## config.mk

```make
export PLATFORM = sky130hd
export DESIGN_NAME = syndrome_read_arbiter
export DESIGN_NICKNAME = d
export VERILOG_FILES = /design/src/rtl/syndrome_read_arbiter.sv
export SDC_FILE = /design/constraint.sdc
export NUM_CORES = 1
export LEC_CHECK = 0
export ABC_AREA = 1
export CAP_MARGIN = 20
export CORE_ASPECT_RATIO = 0.7
export CORE_MARGIN = 10
export CORE_UTILIZATION = 28
export CTS_CLUSTER_SIZE = 30
export DETAILED_ROUTE_END_ITERATION = 12
export PLACE_DENSITY = 0.58
export SLEW_MARGIN = 10
export SYNTH_ARGS = -nofsm -noshare
export SYNTH_HDL_FRONTEND = slang
export SYNTH_SLANG_ARGS = --single-unit
```

## constraint.sdc

```tcl
create_clock -name clock -period 7.41 [get_ports clock]
set_input_delay 2.223 -clock clock [delete_from_list [all_inputs] [get_ports clock]]
set_output_delay 2.223 -clock clock [all_outputs]
set_load 0.02 [all_outputs]
```

## src/rtl/syndrome_read_arbiter.sv

```systemverilog
// syndrome_read_arbiter
// Shares the single read port of the syndrome coefficient store between four
// streaming consumers. Requester 0 is the error-locator path. Requesters 1-3
// are the unmodified-syndrome consumers. Each requester walks addresses
// 1..number_of_coefs in order. Words from different requesters are
// interleaved under round-robin arbitration.
//
// Ports
//   clock            rising-edge clock
//   reset            synchronous, active-low
//   new_codeword     one-cycle pulse: restart every stream, drop in-flight read
//   syndromes_avail  level: store holds a complete syndrome set
//   req[3:0]         per-requester level request
//   mem_rd_en        store read strobe (combinational)
//   mem_rd_addr      store read address, 0 when idle (combinational)
//   mem_rd_data      store read data, valid one cycle after mem_rd_en
//   coef_data        delivered coefficient
//   coef_addr        address of coef_data
//   coef_valid[3:0]  one-hot owner of coef_data/coef_addr
//   done[3:0]        pulse alongside a requester's last coefficient
//   busy             a read is being issued or is in flight
module syndrome_read_arbiter #(
  parameter int unsigned width           = 6,
  parameter int unsigned number_of_coefs = 30
) (
  input  logic             clock,
  input  logic             reset,
  input  logic             new_codeword,
  input  logic             syndromes_avail,
  input  logic [3:0]       req,
  output logic             mem_rd_en,
  output logic [width-1:0] mem_rd_addr,
  input  logic [7:0]       mem_rd_data,
  output logic [7:0]       coef_data,
  output logic [width-1:0] coef_addr,
  output logic [3:0]       coef_valid,
  output logic [3:0]       done,
  output logic             busy
);

  localparam int unsigned num_req = 4;
  localparam logic [width-1:0] first_addr = width'(1);
  localparam logic [width-1:0] last_addr  = width'(number_of_coefs);

  logic [width-1:0]   cnt [num_req];
  logic [num_req-1:0] fin;
  logic [1:0]         ptr;

  logic               s1_valid;
  logic [1:0]         s1_id;
  logic [width-1:0]   s1_addr;
  logic               s1_last;

  logic [num_req-1:0] elig;
  logic               gnt_any;
  logic [1:0]         gnt_id;
  logic [1:0]         scan_idx;

  // No grants while reset is held: such a read would be discarded anyway.
  assign elig = req & ~fin & {num_req{syndromes_avail & ~new_codeword & reset}};

  // Round-robin pick: first eligible index starting at ptr, wrapping mod 4.
  always_comb begin
    gnt_any  = 1'b0;
    gnt_id   = ptr;
    scan_idx = ptr;
    for (int unsigned k = 0; k < num_req; k++) begin
      scan_idx = ptr + 2'(k);
      if (!gnt_any && elig[scan_idx]) begin
        gnt_any = 1'b1;
        gnt_id  = scan_idx;
      end
    end
  end

  assign mem_rd_en   = gnt_any;
  assign mem_rd_addr = gnt_any ? cnt[gnt_id] : '0;
  assign busy        = gnt_any | s1_valid;

  // Stream counters, arbitration pointer, read pipeline and delivery registers.
  always_ff @(posedge clock) begin
    if (!reset) begin
      for (int unsigned i = 0; i < num_req; i++) begin
        cnt[i] <= first_addr;
      end
      fin        <= '0;
      ptr        <= 2'd0;
      s1_valid   <= 1'b0;
      s1_id      <= 2'd0;
      s1_addr    <= '0;
      s1_last    <= 1'b0;
      coef_data  <= 8'd0;
      coef_addr  <= '0;
      coef_valid <= 4'd0;
      done       <= 4'd0;
    end else begin
      for (int unsigned i = 0; i < num_req; i++) begin
        if (new_codeword) begin
          cnt[i] <= first_addr;
          fin[i] <= 1'b0;
        end else if (gnt_any && (gnt_id == 2'(i))) begin
          // Last word of the set: mark finished and park the counter.
          if (cnt[i] == last_addr) begin
            fin[i] <= 1'b1;
          end else begin
            cnt[i] <= cnt[i] + width'(1);
          end
        end else if (fin[i] && !req[i]) begin
          // Request dropped after a full burst: rearm for the next one.
          fin[i] <= 1'b0;
          cnt[i] <= first_addr;
        end
      end

      if (gnt_any) begin
        ptr <= gnt_id + 2'd1;
      end

      s1_valid <= gnt_any;
      s1_id    <= gnt_id;
      s1_addr  <= cnt[gnt_id];
      s1_last  <= (cnt[gnt_id] == last_addr);

      // A new codeword arriving while the read is in flight cancels delivery.
      if (s1_valid && !new_codeword) begin
        coef_data  <= mem_rd_data;
        coef_addr  <= s1_addr;
        coef_valid <= 4'b0001 << s1_id;
        done       <= s1_last ? (4'b0001 << s1_id) : 4'd0;
      end else begin
        coef_data  <= 8'd0;
        coef_addr  <= '0;
        coef_valid <= 4'd0;
        done       <= 4'd0;
      end
    end
  end

endmodule
```

==> metrics, run 1 <==
layout cell share with drive strength beyond 1=11.70%; Clock Latency Late Sink=between 0.3 and 0.4 ns; Worst Clk Skew=0.008301 ns; die area=0.01623 mm^2; post-route ant nets=0; largest net degree at the start of global routing=23; Syn Area/Cell=8.114 um^2; internal power=a little over 1 mW; flops & latches, synth=62; Syn Std Cell Area=0.003213 mm^2; Clock Power Share=22.2%; post-synthesis simple-gate area fraction=between 30% and 40%; Max Buffers Root-to-Sink=2; design area=0.004128 mm^2; Via density=between 4 and 5; critical path arrival=4.93 ns; max incr delay on CP=0.64 ns; CTS Root Cell=clkbuf_16; H-tree depth=3; Die Y=109.6 um; Synth Area in Adders=4.673%; number of global-route vias before repair=roughly 2600; wire length per cell=13.10 um; crit-path max FO=18; Synth Area in Compound Gates=around 5.2%; Fin Setup TNS=0 ns; outcome=finished clean; Max Clock Freq=0.1398 GHz; most frequent cells in the layout=95 x nand2_1, 51 x nor2_1, 43 x inv_1, 43 x clkdlybuf4s50_1, 38 x dfxtp_1; pwr dens=440.8 mW/mm^2; core region area=0.01113 mm^2; global route total overflow=0; Overall Power=1.819 mW; Synth-to-Final Area Change=28.47%; Synth Area in XOR/XNOR=~3%; Synth Warn #=0; boundary pin count=46; worst min path class=reg -> reg; CP cell instances=clkdlybuf4s50_1 > nand3_4 > nor2_1 > nand2_1 > nand3_1 > nand2_1 > nand4_4 > nand2_4 > nand2_4 > nand2_1 > nand2_1 > nand2_1 > a21oi_1 > clkdlybuf4s50_1; router iterations before antenna repair=4; leakage power=1.719 nW; required time of the critical path=about 5.2 ns; CP endpoint kind=output pin; crit-path most repeated cell=nand2_1; Worst-Margin Slew=0.7211 ns; post-synthesis sequential area ratio=46.11%; period utilisation layout=96.56%; RSZ-0062 raised after global routing=no; final hold violation count=0; clk slew on worst S/H paths=0.05 ns; Worst setup SP type=primary input; CTS Buf Count=9; post-DP HPWL=6144 um; RePlAce Congestion=0.8920; multi-input logic area=0.001501 mm^2; post-layout util=around 37%; Max Cap Violations=0; dpl cell area=approximately 0.0038 mm^2; Starting Density=28.87%; n_diodes=0; Die Width=around 150 um; routed vias=2718; Max Slew Vio Count=0; Cell Rows=32; fillers=about 1200; total net switching power=803.2 uW; DRC Markers=0; Synth Net Count=424; Sinks on Clock Net=62; Logic pwr share=46.6%; commonest non-fill, non-tap cell in the layout=nand2_1; final setup vio count=0; Initial DRC Count=231; slowest CP cell=clkdlybuf4s50_1; first-pass GRT wire length=13190 um; synth unique cells=33; cells after synthesis=396; initial antenna violation count=0; PortBufs=45; Storage cell area=0.001481 mm^2; Nets=between 400 and 500; Tmin final=between 7 and 8 ns; Final Hold Slack=0.4008 ns; Post-CTS Hold Buffers=0; Switching Fraction=between 40% and 50%; wirelength, routed=between 7000 and 8000 um; sequential power share=roughly 31%; post-synthesis mux area share=0%; Worst VDD drop=between 0.1 and 0.15 mV; Slew HR=51.81%; largest family of logic cells by synthesized area=simple AND/OR/NAND/NOR gates; GRT Overall Usage=about a tenth; CTS tree=built; worst setup path class=in -> out
[cells in the mapped netlist]
library cell / instances / area share [%]
nand3_2: 3 / 0.93
o21ai_2: 2 / 0.55
or2_2: 1 / 0.19
nand2_4: 4 / 1.4
nand3_1: 37 / 5.8
a21oi_4: 1 / 0.51
nand4_4: 2 / 1.3
xnor2_1: 5 / 1.4
buf_8: 1 / 0.47
nor3_1: 7 / 1.1
nand3_4: 1 / 0.55
nor2_4: 1 / 0.35
nor2_2: 4 / 0.78
xor2_2: 1 / 0.51
nand4_1: 6 / 1.2
o21bai_2: 1 / 0.35
dfxtp_1: 38 / 24
ha_1: 12 / 4.7
nor2_1: 51 / 6.0
nand2_1: 95 / 11
nand2_2: 8 / 1.6
a21oi_1: 18 / 2.8
inv_2: 7 / 0.82
buf_6: 1 / 0.35
o21ai_0: 5 / 0.78
clkbuf_1: 3 / 0.35
o211ai_1: 1 / 0.23
nor3b_1: 4 / 0.93
edfxtp_1: 24 / 22
buf_2: 1 / 0.16
inv_1: 43 / 5.0
xor2_1: 4 / 1.1
nor4_1: 4 / 0.78
[kinds of logic (layout without fill, tap and decap cells)]
logic type | count (synthesis) | after routing
buffers and inverters | 56 | 113
XOR/XNOR | 10 | 10
flip-flops | 62 | 62
AND/OR/NAND/NOR | 228 | 228
AO/OA/AOI/OAI | 28 | 28
adder cells (fa/ha/maj) | 12 | 12
[power by group through the flow]
stage / registers (mW) / clock network, mW / logic [mW]
finish: 0.568 / 0.404 / 0.847
floorplan: 0.535 / 0 / 0.619
global placement: 0.566 / 0 / 0.842
detailed placement: 0.570 / 0 / 0.851
CTS: 0.564 / 0.415 / 0.857
global route: 0.578 / 0.428 / 0.955
[stage by stage]
| step | cells | setup WS [ns] |
|---|---|---|
| detailed placement | 590 | 0.1933 |
| CTS | 606 | 0.1945 |
| floorplan | 396 | 1.284 |
| global route | 606 | 0.02465 |
| finish | 606 | 0.2550 |
| global placement | 590 | 0.2291 |
[routing by layer]
metal	global-route usage (%)	part of all wire [%]
met1	13.67	49
met5	0	0
met4	3.456	1.0
met3	3.243	6.5
met2	15.30	44
[critical path, delay by kind of cell]
| family | cells | cell delay, ns |
|---|---|---|
| AOI/OAI and AO/OA | 1 | 0.16 |
| buffers and inverters | 2 | 1.16 |
| and+or+nand+nor | 11 | 1.39 |
[layout make-up]
class / count / share of cell area (%)
tap: 153 / 4.638
timing repair buffer: 47 / 11.40
multi-input combinational: 278 / 36.37
sequential: 62 / 35.89
clock buffer: 12 / 6.487
clock inverter: 4 / 0.6669
inverter: 50 / 4.547
[registers in the layout, indices dropped and copies added (netlist names)]
signal      count
cnt            24
done            4
s1_addr         6
s1_valid        1
s1_last         1
coef_addr       6
s1_id           2
coef_data       8
coef_valid      4
fin             4
ptr             2
[what timing repair did]
item / 4_1_cts / 5_1_grt
buffers inserted: 0 / 0
resized for setup: 0 / 2
endpoints found under the setup margin: 0 / 2
[path summary, 6_finish.rpt]
path | start | endpoint | slack [ns] | depth (start not counted)
min | s1_addr[2] | coef_addr[2] | 0.40 | 2
min reg2reg | s1_addr[2] | coef_addr[2] | 0.40 | 2
max reg2reg | ptr[0] | cnt[1][5] | 4.29 | 13
max | reset | mem_rd_addr[0] | 0.26 | 14
(Power assumes the default switching activity.)
==> run 2: changes to the inputs <==
SLEW_MARGIN = 20   (was 10)
==> results of run 2 <==
Final layout, timing and power as in run 1 (identical DEF).
